### config.mk
export PLATFORM = sky130hd
export DESIGN_NAME = mem_access_ctrl_flat
export DESIGN_NICKNAME = d
export VERILOG_FILES = /design/src/rtl/mem_ctrl_pkg.sv /design/src/rtl/mem_access_ctrl_if.sv /design/src/rtl/mem_access_ctrl.sv /design/src/flat_wrapper.sv
export SDC_FILE = /design/constraint.sdc
export NUM_CORES = 1
export LEC_CHECK = 0
export BUFFER_PORTS_ARGS = -buffer_cell sky130_fd_sc_hd__clkbuf_2
export CAP_MARGIN = 20
export CORE_MARGIN = 4
export CORE_UTILIZATION = 50
export CTS_BUF_LIST = sky130_fd_sc_hd__clkbuf_8
export CTS_CLUSTER_DIAMETER = 200
export CTS_CLUSTER_SIZE = 24
export DETAILED_ROUTE_END_ITERATION = 8
export PLACE_DENSITY = 0.88
export SYNTH_ARGS = -nofsm -noshare
export SYNTH_HDL_FRONTEND = slang
export SYNTH_SLANG_ARGS = --single-unit
### constraint.sdc
create_clock -name clk -period 4.9 [get_ports clk]
set_input_delay 0.245 -clock clk [delete_from_list [all_inputs] [get_ports clk]]
set_output_delay 0.245 -clock clk [all_outputs]
set_load 0.02 [all_outputs]
### src/rtl/mem_ctrl_pkg.sv
// Shared types and constants for the RAM port-A access controller.
package mem_ctrl_pkg;

    typedef enum logic [2:0] {
        IDLE    = 3'd0,
        WRITE   = 3'd1,
        RD_ADDR = 3'd2,
        RD_CAP  = 3'd3,
        RSP     = 3'd4
    } state_e;

    localparam int RAM_RD_LATENCY = 1;

    // The top address bit selects the bank; only the lower bank is populated.
    function automatic int bank_sel_bit(input int addr_width);
        return addr_width - 1;
    endfunction

endpackage

### src/rtl/mem_access_ctrl_if.sv
// Request/response handshake bundle between the load/store path and mem_access_ctrl.
interface mem_access_ctrl_if #(
    parameter int DATA_WIDTH = 16,
    parameter int ADDR_WIDTH = 10
);
    logic                  req_valid;
    logic                  req_ready;
    logic                  req_we;
    logic [ADDR_WIDTH-1:0] req_addr;
    logic [DATA_WIDTH-1:0] req_wdata;
    logic                  rsp_valid;
    logic                  rsp_ready;
    logic [DATA_WIDTH-1:0] rsp_rdata;

    modport master (
        output req_valid, req_we, req_addr, req_wdata, rsp_ready,
        input  req_ready, rsp_valid, rsp_rdata
    );

    modport slave (
        input  req_valid, req_we, req_addr, req_wdata, rsp_ready,
        output req_ready, rsp_valid, rsp_rdata
    );
endinterface

### src/rtl/mem_access_ctrl.sv
// Single-port load/store initiator for RAM port A; absorbs the one-cycle read latency.
// Optional MEM_BANK_CHECK_EN blocks accesses to the unpopulated upper bank and flags bank_err.
//
// state   | meaning
// IDLE    | req_ready high, waiting for a request
// WRITE   | ram_we high for this single cycle
// RD_ADDR | RAM samples ram_addr at the end of this cycle
// RD_CAP  | ram_q valid, captured into rsp_rdata
// RSP     | rsp_valid high until rsp_ready
module mem_access_ctrl
    import mem_ctrl_pkg::*;
#(
    parameter int DATA_WIDTH = 16,
    parameter int ADDR_WIDTH = 10
) (
    input  logic                  clk,
    input  logic                  rst_n,
    mem_access_ctrl_if.slave      bus,
    output logic [ADDR_WIDTH-1:0] ram_addr,
    output logic [DATA_WIDTH-1:0] ram_data,
    output logic                  ram_we,
    input  logic [DATA_WIDTH-1:0] ram_q,
    output logic                  bank_err
);

    localparam int BANK_BIT = bank_sel_bit(ADDR_WIDTH);

    state_e                state_q,     state_d;
    logic                  req_ready_q, req_ready_d;
    logic                  rsp_valid_q, rsp_valid_d;
    logic                  wr_q,        wr_d;
    logic                  bad_q,       bad_d;
    logic                  bank_err_q,  bank_err_d;
    logic [ADDR_WIDTH-1:0] ram_addr_q,  ram_addr_d;
    logic [DATA_WIDTH-1:0] ram_data_q,  ram_data_d;
    logic [DATA_WIDTH-1:0] rsp_rdata_q, rsp_rdata_d;

    logic accept;
    logic bad_bank;

    assign accept = bus.req_valid && req_ready_q;

`ifdef MEM_BANK_CHECK_EN
    assign bad_bank = bus.req_addr[BANK_BIT];
`else
    assign bad_bank = 1'b0;
`endif

    always_comb begin
        state_d     = state_q;
        req_ready_d = req_ready_q;
        rsp_valid_d = rsp_valid_q;
        wr_d        = 1'b0;
        bad_d       = bad_q;
        bank_err_d  = 1'b0;
        ram_addr_d  = ram_addr_q;
        ram_data_d  = ram_data_q;
        rsp_rdata_d = rsp_rdata_q;

        case (state_q)
            IDLE: begin
                if (accept) begin
                    bad_d       = bad_bank;
                    bank_err_d  = bad_bank;
                    req_ready_d = 1'b0;
                    // A blocked access leaves the RAM-facing registers untouched.
                    if (!bad_bank) begin
                        ram_addr_d = bus.req_addr;
                        ram_data_d = bus.req_wdata;
                    end
                    if (bus.req_we) begin
                        wr_d    = !bad_bank;
                        state_d = WRITE;
                    end else begin
                        state_d = RD_ADDR;
                    end
                end
            end
            WRITE: begin
                req_ready_d = 1'b1;
                state_d     = IDLE;
            end
            RD_ADDR: begin
                state_d = RD_CAP;
            end
            RD_CAP: begin
                rsp_rdata_d = bad_q ? '0 : ram_q;
                rsp_valid_d = 1'b1;
                state_d     = RSP;
            end
            RSP: begin
                if (bus.rsp_ready) begin
                    rsp_valid_d = 1'b0;
                    req_ready_d = 1'b1;
                    state_d     = IDLE;
                end
            end
            default: begin
                rsp_valid_d = 1'b0;
                req_ready_d = 1'b1;
                state_d     = IDLE;
            end
        endcase
    end

    always_ff @(posedge clk or negedge rst_n) begin
        if (!rst_n) begin
            state_q     <= IDLE;
            req_ready_q <= 1'b1;
            rsp_valid_q <= 1'b0;
            wr_q        <= 1'b0;
            bad_q       <= 1'b0;
            bank_err_q  <= 1'b0;
            ram_addr_q  <= '0;
            ram_data_q  <= '0;
            rsp_rdata_q <= '0;
        end else begin
            state_q     <= state_d;
            req_ready_q <= req_ready_d;
            rsp_valid_q <= rsp_valid_d;
            wr_q        <= wr_d;
            bad_q       <= bad_d;
            bank_err_q  <= bank_err_d;
            ram_addr_q  <= ram_addr_d;
            ram_data_q  <= ram_data_d;
            rsp_rdata_q <= rsp_rdata_d;
        end
    end

    assign bus.req_ready = req_ready_q;
    assign bus.rsp_valid = rsp_valid_q;
    assign bus.rsp_rdata = rsp_rdata_q;
    assign ram_addr      = ram_addr_q;
    assign ram_data      = ram_data_q;
    assign ram_we        = wr_q;
    assign bank_err      = bank_err_q;

endmodule

### src/flat_wrapper.sv
// flat-port wrapper written by rule: the top's interface ports become plain ports
module mem_access_ctrl_flat import mem_ctrl_pkg::*;
#(
    parameter int DATA_WIDTH = 16,
    parameter int ADDR_WIDTH = 10
)
  (clk, rst_n, ram_addr, ram_data, ram_we, ram_q, bank_err, bus_req_valid, bus_req_we, bus_req_addr, bus_req_wdata, bus_rsp_ready, bus_req_ready, bus_rsp_valid, bus_rsp_rdata);
  mem_access_ctrl_if #(.DATA_WIDTH(DATA_WIDTH), .ADDR_WIDTH(ADDR_WIDTH)) bus_i ();
  input  logic clk;
  input  logic rst_n;
  output logic [ADDR_WIDTH-1:0] ram_addr;
  output logic [DATA_WIDTH-1:0] ram_data;
  output logic ram_we;
  input  logic [DATA_WIDTH-1:0] ram_q;
  output logic bank_err;
  input wire logic [$bits(bus_i.req_valid)-1:0] bus_req_valid;
  input wire logic [$bits(bus_i.req_we)-1:0] bus_req_we;
  input wire logic [$bits(bus_i.req_addr)-1:0] bus_req_addr;
  input wire logic [$bits(bus_i.req_wdata)-1:0] bus_req_wdata;
  input wire logic [$bits(bus_i.rsp_ready)-1:0] bus_rsp_ready;
  output wire logic [$bits(bus_i.req_ready)-1:0] bus_req_ready;
  output wire logic [$bits(bus_i.rsp_valid)-1:0] bus_rsp_valid;
  output wire logic [$bits(bus_i.rsp_rdata)-1:0] bus_rsp_rdata;
  assign bus_i.req_valid = bus_req_valid;
  assign bus_i.req_we = bus_req_we;
  assign bus_i.req_addr = bus_req_addr;
  assign bus_i.req_wdata = bus_req_wdata;
  assign bus_i.rsp_ready = bus_rsp_ready;
  assign bus_req_ready = bus_i.req_ready;
  assign bus_rsp_valid = bus_i.rsp_valid;
  assign bus_rsp_rdata = bus_i.rsp_rdata;
  mem_access_ctrl #(.DATA_WIDTH(DATA_WIDTH), .ADDR_WIDTH(ADDR_WIDTH)) u_core (.clk(clk), .rst_n(rst_n), .bus(bus_i), .ram_addr(ram_addr), .ram_data(ram_data), .ram_we(ram_we), .ram_q(ram_q), .bank_err(bank_err));
endmodule
After elaboration in Yosys (flattened, before gate mapping)
Cells that the tools add are included.
Widths: inputs -> output; s select.
- memories: 0
- logic and storage cells: 35
- bits in registers: 48
- bits in writable memories: 0
- bits of input ports: 47
- bits in latches: 0
- bits in read-only memories: 0
- output and inout port bits: 46
- add/subtract/negate cells: 0
- divide/modulo/power cells: 0
- mux-type cells: 12
- $mul: 0
- equal/unequal tests: 6
- reductions and logical operators: 8
- magnitude comparators: 0
- bitwise gates (word level): 2
- shift-type cells: 0
- operator list (kind ; count):
    $pmux 3 s4 ; 1
    $eq 3x2->1 const B ; 2
    $mux 1 ; 6
    $mux 3 ; 2
    $pmux 1 s3 ; 2
    $reduce_and 2->1 ; 3
    $eq 3x1->1 const B ; 1
    $eq 3x3->1 const B ; 1
    $logic_not 3->1 ; 1
    $reduce_and 3->1 ; 1
    $reduce_or 3->1 ; 1
    $mux 2 ; 1
    $ne 2x1->1 const B ; 1
    $ne 2x2->1 const B ; 1
    $not 1->1 ; 2
    $reduce_or 2->1 ; 1
    $logic_and 1x1->1 ; 1

Longest topological paths before layout
Gate-level depths: netlist of run 1.
- word-level depth: 4
- mapped depth: 4
- gate-level depth less buffers: 3

Least setup slack after synthesis of run 1
No wires, ideal clock.
- path type: register to register
- start point: reg u_core.req_ready_q (netlist: u_core.bus.req_ready)
- end point: reg u_core.ram_addr_q[3] (netlist: u_core.ram_addr[3])
- arrival: 1644 ps
- setup slack: 3131 ps
- buffers on the path: 1
- required time: 4775 ps
- period minus slack after synthesis: 1769 ps
- stages on the path, launching flop included: 5
- setup time: 125 ps
- cells stage by stage: dfstp_2 -> nand2_1 -> nor4_4 -> buf_6 -> mux2_2
- word-level cells in the longest chain between the ends: 2
- RTL lines (what ; line ; source):
    start, declared ; mem_access_ctrl.sv:29 ; logic req_ready_q, req_ready_d;
    start signal, assigned ; mem_access_ctrl.sv:119 ; req_ready_q <= req_ready_d;
    $logic_and 1x1->1 ; mem_access_ctrl.sv:41 ; assign accept = bus.req_valid && req_ready_q;
    $reduce_and 2->1 (no line) ; -- ;
    end signal, assigned ; mem_access_ctrl.sv:124 ; ram_addr_q <= ram_addr_d;
    end, declared ; mem_access_ctrl.sv:34 ; logic [ADDR_WIDTH-1:0] ram_addr_q, ram_addr_d;
Every way passes these cells.
A chain may end at the register's enable or synchronous reset.

Worst setup path in the final report of run 1
- start point: reg u_core.req_ready_q (netlist: u_core.bus.req_ready)
- end point: reg u_core.ram_data_q[11] (netlist: u_core.ram_data[11])
- word-level cells in the longest chain between the ends: 2
- RTL lines (what ; line ; source):
    $logic_and 1x1->1 ; mem_access_ctrl.sv:41 ;
    $reduce_and 2->1 (no line) ; -- ;
    end signal, assigned ; mem_access_ctrl.sv:125 ; ram_data_q <= ram_data_d;
    end, declared ; mem_access_ctrl.sv:35 ; logic [DATA_WIDTH-1:0] ram_data_q, ram_data_d;
Every way passes these cells.

==> flow_summary.yaml, run 1 <==
finish:
  mostFrequentLayoutCells: "clkbuf_2, dfrtp_1, mux2_2"
  diodes: 0
  fillerInstances: 259
  syn_to_final_growth_pct: 31.1
  final_common_cell: "clkbuf_2"
  layout-drive-gt1-share_pct: 67.6
  nNetsFinal: 259
floorplanning:
  start_util_pct: 53.6
  std_cell_rows: 21
  die_h_um: 69
  dieArea_mm2: 0.00476
  fp.dieW_um: 69
  core-area_mm2: 0.00347
  pin_count: 93
sta:
  finalCriticalPeriod_ns: 2.08
  maxSlewViolCount: 0
  setup_ws_ns: 2.82
  relSlewSlack_pct: 46.3
  tightestPinTransition_ns: 0.803
  setup_viol: 0
  rsz0062_at_grt: "false"
  final_hold_viol_count: 0
  skew_ns: 0.00539
  fmax_mhz: 481
  holdWs_ns: 0.0277
  fin_crit_sh_pct: 42.4
  tns_ns: 0
detailed_routing:
  routed_wl_um: 3510
  dr.pass1.iters: 4
  drt_iter0_drc: 87
  antenna_left: 0
  num_vias: 1240
  avgViaCountPerCell: 4.79
  routedWlPerCell_um: 13.5
  drc: 0
logic_synthesis:
  synth.distinct_cells: 20
  synth_seq_area_share_pct: 64.6
  synth-warning-count: 0
  synth_cells: 119
  ys_seq_elements: 48
  syn_area_mm2: 0.00186
  syn_area_per_cell_um2: 15.6
  syn_nets: 166
setup_path:
  slowest_stage: "dfstp_2"
  slowest_delay_ns: 0.57
  crit_buf_inv: 1
  worstPathCellList: "nand2_1 -> nor4_4 -> buf_4 -> mux2_2"
  critical-path-top-delay-family: "simple AND/OR/NAND/NOR gates"
  worstPathMaxFanout: 17
  critPathArrivalTime_ns: 2.26
  cp-end-kind: "flop"
  path_depth: 4
  cp-start-kind: "flop"
  required_ns: 5.08
  crit_type: "flop to flop"
  r2r.worst_path.cells: 4
status:
  outcome: "finished, final reports clean"
global_routing:
  antenna_found_initial: 0
  gr-total-overflow: 0
  grt_usage_pct: 15.0
  grt_first_pass_wirelength_um: 5830
  grt_pass1_vias: 1329
  grt_max_degree: 49
power_and_ir_drop:
  power_mw: 1.75
  leakage_nw: 1.23
  powerDensity_mw_per_mm2: 716
  irDropWorstVdd_mv: 0.339
cts:
  clkTransAtPathRegs_ns: 0.08
  post_cts_buffers: 0
  cts_buffers: 5
  root_buffer: "clkbuf_8"
  htree_levels: 2
  ctsResizeCount: 0
  cts_sinks: 48
  clock_path_buffers: 2
  insertion_delay_ns: 0.29
  cts_hold_buf: 0
  cts_tree: "yes"
min_path:
  holdCritPathClass: "input port to asynchronous set/reset pin"
run:
  cap_violations: 0
placed_design:
  port_buffers: 91
  routabilityCongestion: 0.804
  hpwl_um: 2740
  preCtsSetupSlack_ns: 2.81
[kinds of logic after synthesis]
| kind of cell | synth area share (%) |
|---|---|
| compound gates | 1.88 |
| buf+inv | 3.43 |
| flops | 64.6 |
| mux | 26.0 |
| other cells | 0.202 |
| simple gates | 3.83 |
[synth_stat cells]
master	number	area, um^2
a21oi_1	1	5.00
a31oi_1	1	6.26
and2_1	1	6.26
buf_2	3	15.0
buf_4	1	7.51
buf_6	3	33.8
conb_1	1	3.75
dfrtp_1	47	1180
dfstp_2	1	26.3
inv_1	2	7.51
mux2_1	1	11.3
mux2_2	42	473
nand2_1	4	15.0
nand3b_1	1	7.51
nor2_1	3	11.3
nor3_1	2	10.0
nor4_4	1	21.3
o21a_1	1	7.51
o21ai_0	2	10.0
o22ai_1	1	6.26
[through the flow]
stage,util [%],instance area (um^2),instances
4_1_cts,70.3,2440,259
3_3_place_gp,67.2,2330,251
6_report,70.3,2440,259
5_1_grt,70.3,2440,259
3_5_place_dp,67.2,2330,251
2_1_floorplan,-,1860,119
[flip-flops by register name (all words and copies together), names as in the netlist]
register / cells
u_core.bus.rsp_valid: 1
u_core.state_q: 3
u_core.bus.req_ready: 1
u_core.ram_addr: 10
u_core.bus.rsp_rdata: 16
u_core.ram_data: 16
u_core.ram_we: 1
[cell type report]
cell class / count / area [um^2] / share of cell area (%)
clock buffers: 5 / 68.8 / 2.82
well taps: 46 / 57.6 / 2.36
repair buffers: 93 / 470 / 19.3
inverters: 2 / 7.51 / 0.308
clock inverters: 3 / 38.8 / 1.59
flip-flops and latches: 48 / 1200 / 49.3
multi-input cells: 62 / 594 / 24.4
[worst reg2reg max path, delay by kind of cell (launching register included)]
kind                   cells  cell delay [ns]
buffers and inverters      1             0.36
flip-flops                 1             0.57
multiplexers               1             0.37
AND/OR/NAND/NOR            2             0.67
[report_power, final]
group | internal (mW) | switching (mW)
Clock | 0.149 | 0.118
Combinational | 0.338 | 0.427
Sequential | 0.598 | 0.117
[worst paths after layout]
check / from / to / slack [ns]
max: u_core.bus.req_ready / u_core.ram_data[11] / 2.82
min: rst_n / u_core.ram_data[14] / 0.03
max reg2reg: u_core.bus.req_ready / u_core.ram_data[11] / 2.82
min reg2reg: u_core.ram_data[14] / u_core.ram_data[14] / 0.50
max in group asynchronous: rst_n / u_core.bus.req_ready / 4.50
min in group clk: bus_req_wdata[14] / u_core.ram_data[14] / 0.17
[per-layer routing]
metal  track usage, %  vias up  share of wire, %
met5                0        -                 0
met4             5.21        0               1.1
met3             5.23        5               8.8
met2             26.1       54                52
met1             16.9      589                38
li1                 -      592                 -
Power figures use the tool's default switching activity.
==> run 2, diff against run 1 <==
--- a/config.mk
+++ b/config.mk
@@ -5,15 +5,16 @@
 export SDC_FILE = /design/constraint.sdc
 export NUM_CORES = 1
 export LEC_CHECK = 0
+export ABC_AREA = 1
 export BUFFER_PORTS_ARGS = -buffer_cell sky130_fd_sc_hd__clkbuf_2
 export CAP_MARGIN = 20
 export CORE_MARGIN = 4
-export CORE_UTILIZATION = 50
+export CORE_UTILIZATION = 44
 export CTS_BUF_LIST = sky130_fd_sc_hd__clkbuf_8
 export CTS_CLUSTER_DIAMETER = 200
 export CTS_CLUSTER_SIZE = 24
 export DETAILED_ROUTE_END_ITERATION = 8
-export PLACE_DENSITY = 0.88
+export PLACE_DENSITY = 0.8
 export SYNTH_ARGS = -nofsm -noshare
 export SYNTH_HDL_FRONTEND = slang
 export SYNTH_SLANG_ARGS = --single-unit
==> constraint.sdc (replaced) <==
create_clock -name clk -period 1.7 [get_ports clk]
set_input_delay 0.085 -clock clk [delete_from_list [all_inputs] [get_ports clk]]
set_output_delay 0.085 -clock clk [all_outputs]
set_load 0.02 [all_outputs]
==> flow_summary.yaml, run 2 <==
status:
  outcome: "finished, final reports clean"
logic_synthesis:
  synth_cells: 209
  synth_ff_type: "dfrtp_1"
  synth.distinct_cells: 20
  synth_commonest_cells: "dfrtp_1, inv_1, nand2_1"
  synth-warning-count: 0
  async_flop_share_pct: 100
  synth_edf_count: 0
  ys_seq_elements: 48
  syn_area_mm2: 0.00211
  synth_seq_area_share_pct: 57.0
  syn_area_per_cell_um2: 10.1
  synth_top_area_cell: "dfrtp_1"
  syn_nets: 256
  synth_area_leaders: "dfrtp_1, o21ai_2, inv_1, nand2_2, nand2_1"
  synth_top_area_share_pct: 55.7
  synthMostInstantiatedCell: "dfrtp_1"
min_path:
  holdPathStages: 3
  holdCritPathClass: "input port to flop"
  hold_path_end: "u_core.ram_data[0]"
  min-delay-start: "bus_req_wdata[0]"
power_and_ir_drop:
  irDropWorstVdd_mv: 0.697
  power_mw: 5.07
  leakage_nw: 1.63
  powerDensity_mw_per_mm2: 1800
detailed_routing:
  antenna_left: 0
  drt_iter0_drc: 85
  avgViaCountPerCell: 4.46
  routed_wl_um: 4500
  num_vias: 1650
  drc: 0
  routed-wl-met2_um: 2360
  met1_length_um: 1790
  wl_met3_um: 285
  dr.pass1.iters: 4
  routedWlPerCell_um: 12.2
  highest_layer: "met4"
sta:
  fin_crit_sh_pct: 80.7
  rsz0062_at_grt: "false"
  tightestPinTransition_ns: 0.562
  tns_ns: 0
  finalCriticalPeriod_ns: 1.37
  setup_viol: 0
  fmax_mhz: 728
  maxSlewViolCount: 0
  relSlewSlack_pct: 62.5
  final_hold_viol_count: 0
  skew_ns: 0.00848
  holdWs_ns: 0.0118
placed_design:
  place_inst: 348
  routabilityCongestion: 0.759
  port_buffers: 91
  hpwl_um: 3230
  dpl-instance-area_mm2: 0.00259
finish:
  fillerInstances: 397
  fin_area_mm2: 0.00282
  nNetsFinal: 364
  final_common_cell: "clkbuf_2"
  layout-drive-gt1-share_pct: 49.4
  syn_to_final_growth_pct: 33.6
  instances_no_fill: 370
  mostFrequentLayoutCells: "clkbuf_2, inv_1, dfrtp_1"
  diodes: 0
cts:
  cts_sinks: 48
  cts_tree: "yes"
  post_cts_buffers: 0
  htree_levels: 2
  clock_path_buffers: 2
  ctsResizeCount: 0
  insertion_delay_ns: 0.29
  cts_hold_buf: 12
  clkTransAtPathRegs_ns: 0.08
  cts_buffers: 5
  root_buffer: "clkbuf_8"
floorplanning:
  fp.dieW_um: 77.3
  std_cell_rows: 24
  core-area_mm2: 0.00450
  pin_count: 93
  dieArea_mm2: 0.00597
  start_util_pct: 46.9
  die_h_um: 77.3
global_routing:
  grt_usage_pct: 15.8
  grt_first_pass_wirelength_um: 7580
  gr-total-overflow: 0
  grt_pass1_vias: 1635
  grt_max_degree: 38
  antenna_found_initial: 0
setup_path:
  r2r.worst_path.cells: 5
  worstPathMaxFanout: 37
  critPathArrivalTime_ns: 1.59
  r2r-start: "u_core.state_q[1]"
  timing.rr.end: "u_core.ram_data[15]"
  crit_type: "flop to flop"
  r2r_slack_ns: 0.33
  cp-start-kind: "flop"
  required_ns: 1.92
  cp-end-kind: "flop"
run:
  cap_violations: 0
[run 2: cell count changes after synthesis, moves of 16 or more]
| cell | previous run | this run |
|---|---|---|
| inv_1 | 2 | 45 |
| mux2_2 | 42 | 0 |
| nand2_1 | 4 | 27 |
| nand2_2 | 0 | 23 |
| o21ai_1 | 0 | 16 |
| o21ai_2 | 0 | 26 |
[run 2: kinds of logic (layout without fill, tap and decap cells)]
logic type | count (synthesis) | after routing | share of synthesized area, %
DFF | 48 | 48 | 57.0
AOI/OAI and AO/OA | 46 | 46 | 16.1
and+or+nand+nor | 59 | 59 | 14.8
buffers and inverters | 55 | 164 | 11.9
other | 1 | 1 | 0.178
[run 2: area by class of cell]
type / instances / area [um^2] / area share (%)
Timing Repair Buffer: 110 / 633 / 22.4
Sequential cell: 48 / 1200 / 42.6
Clock inverter: 2 / 7.51 / 0.266
Multi-Input combinational cell: 106 / 657 / 23.3
Clock buffer: 6 / 82.6 / 2.93
Inverter: 46 / 173 / 6.12
Tap cell: 52 / 65.1 / 2.31
[run 2: layer usage]
metal,GRT usage [%],up-vias
met5,0,-
met4,5.87,0
met3,4.80,6
met2,27.2,53
met1,18.5,745
li1,-,846
[run 2: per-stage QoR]
| step | util, % | setup WS [ns] |
|---|---|---|
| floorplan | - | 0.503 |
| global placement | 57.5 | 0.364 |
| detailed placement | 57.5 | 0.332 |
| CTS | 62.2 | 0.314 |
| global route | 62.6 | 0.204 |
| finish | 62.6 | 0.327 |
[run 2: power by group]
group,total [mW],internal (mW),switching [mW]
clock network,0.663,0.320,0.342
registers,2.04,1.68,0.360
logic,2.37,0.875,1.49
total,5.07,2.88,2.19
[run 2: worst max path at each step]
| stage | start | end | slack, ns | cells after the start |
|---|---|---|---|---|
| after global placement | u_core.state_q[1] | u_core.ram_addr[9] | 0.36 | 5 |
| after detailed placement | u_core.state_q[1] | u_core.ram_data[15] | 0.33 | 5 |
| after CTS | u_core.state_q[1] | u_core.ram_data[15] | 0.31 | 5 |
| after floorplan | u_core.bus.req_ready | u_core.ram_addr[0] | 0.50 | 4 |
| after global routing | u_core.state_q[1] | u_core.ram_data[15] | 0.20 | 5 |
| final | u_core.state_q[1] | u_core.ram_data[15] | 0.33 | 5 |
[run 2: critical path, cell delays in order (launching register included)]
cell	delay (ns)
dfrtp_1	0.47
nor2_4	0.08
nand4_4	0.06
buf_4	0.46
nand2_1	0.13
o21ai_2	0.08
==> run 3, diff against run 2 <==
==> constraint.sdc (replaced) <==
create_clock -name clk -period 1.15 [get_ports clk]
set_input_delay 0.0575 -clock clk [delete_from_list [all_inputs] [get_ports clk]]
set_output_delay 0.0575 -clock clk [all_outputs]
set_load 0.02 [all_outputs]
==> flow_summary.yaml, run 3 (synthesis results as in run 2) <==
status:
  outcome: "finished with violations"
  violations: "negative setup slack"
detailed_routing:
  routed_wl_um: 5190
  routedWlPerCell_um: 12.9
  num_vias: 1817
  antenna_left: 0
  drc: 0
  drt_iter0_drc: 53
  avgViaCountPerCell: 4.50
  dr.pass1.iters: 4
placed_design:
  preCtsSetupSlack_ns: 0.0122
  hpwl_um: 3160
  dpl-instance-area_mm2: 0.00266
  routabilityCongestion: 0.791
  port_buffers: 91
  place_inst: 351
sta:
  holdWs_ns: 0.00516
  fin_crit_sh_pct: 103
  final_hold_viol_count: 0
  fmax_mhz: 844
  rsz0062_at_grt: "true"
  finalCriticalPeriod_ns: 1.18
  maxSlewViolCount: 0
  setup_ws_ns: -0.0346
  skew_ns: 0.0115
  tns_ns: -0.320
  setup_viol: 16
setup_path:
  worstPathMaxFanout: 31
  r2r_slack_ns: -0.03
  startpoint: "u_core.state_q[1]"
  cp-end-kind: "flop"
  r2r-start: "u_core.state_q[1]"
  slowest_stage: "dfrtp_1"
  slowest_delay_ns: 0.43
  critPathArrivalTime_ns: 1.36
  worstPathCellList: "nor2_4 -> nand4_4 -> buf_12 -> nand2_2 -> o21ai_2"
  required_ns: 1.33
  cp-start-kind: "flop"
  crit_type: "flop to flop"
floorplanning:
  dieArea_mm2: 0.00597
  fp.dieW_um: 77.3
  pin_count: 93
  core-area_mm2: 0.00450
  std_cell_rows: 24
  die_h_um: 77.3
  start_util_pct: 46.9
cts:
  insertion_delay_ns: 0.30
  cts_tree: "yes"
  clock_path_buffers: 2
  cts_sinks: 48
  clkTransAtPathRegs_ns: 0.09
  cts_buffers: 5
  root_buffer: "clkbuf_8"
  htree_levels: 2
power_and_ir_drop:
  leakage_nw: 1.80
  powerDensity_mw_per_mm2: 2470
  irDropWorstVdd_mv: 1.36
min_path:
  holdCritPathClass: "input port to flop"
  min-delay-start: "bus_req_addr[3]"
finish:
  diodes: 0
  syn_to_final_growth_pct: 53.0
  mostFrequentLayoutCells: "clkbuf_2, dfrtp_1, inv_1"
  layout-drive-gt1-share_pct: 48.0
  nNetsFinal: 398
  instances_no_fill: 404
  final_common_cell: "clkbuf_2"
  fin_area_mm2: 0.00323
global_routing:
  grt_pass1_vias: 1840
  antenna_found_initial: 0
  grt_usage_pct: 18.4
  gr-total-overflow: 0
  grt_max_degree: 49
  grt_first_pass_wirelength_um: 8600
run:
  cap_violations: 0
## run 3: cell count changes in the layout (fill, tap and decap cells not counted), sizes merged
cell | previous run | this run
buf | 5 | 11
clkbuf | 97 | 95
clkinv | 0 | 1
clkinvlp | 0 | 1
dlygate4sd3 | 14 | 43
inv | 48 | 47
## run 3: layout make-up
cell class	instances	area, um^2
Clock buffer	5	68.8
Clock inverter	3	16.3
Fill cell	347	1270
Inverter	46	173
Multi-Input combinational cell	106	679
Sequential cell	48	1200
Tap cell	52	65.1
Timing Repair Buffer	144	1020
## run 3: final timing paths
check                                     endpoint  depth (start not counted)
max reg2reg                     u_core.ram_data[3]                          5
min                             u_core.ram_addr[3]                          3
max                             u_core.ram_data[3]                          5
min reg2reg                   u_core.bus.rsp_valid                          1
max in group asynchronous     u_core.bus.req_ready                          3
min in group asynchronous  u_core.bus.rsp_rdata[3]                          3
## run 3: routing by layer
layer	vias up	part of all wire, %	global-route usage [%]
met5	-	0	0
met4	0	3.1	8.90
met3	16	4.3	3.86
met2	60	55	33.1
met1	830	37	20.5
li1	911	-	-
## run 3: where the power goes
group,switching [mW],internal [mW]
clock network,0.538,0.417
registers,0.525,2.49
logic,2.39,1.62
total,3.46,4.52
## run 3: stage by stage
step	util [%]	power, mW
4_1_cts	70.8	7.87
6_report	71.7	7.98
3_5_place_dp	59.1	6.72
5_1_grt	71.7	8.51
2_1_floorplan	-	5.47
3_3_place_gp	59.1	6.61
## run 3: worst max-delay path, delay by kind of cell, from the launching register on
family,cells,cell delay (ns)
flip-flops,1,0.43
AND/OR/NAND/NOR,3,0.36
buffers and inverters,1,0.21
AO/OA/AOI/OAI,1,0.05
## run 3: timing repair
action / CTS / global route
buffers inserted: 0 / 2
hold buffers: 43 / 0
endpoints found under the setup margin: 16 / 36
gates resized for setup: 3 / 8
endpoints found under the hold margin: 90 / 0
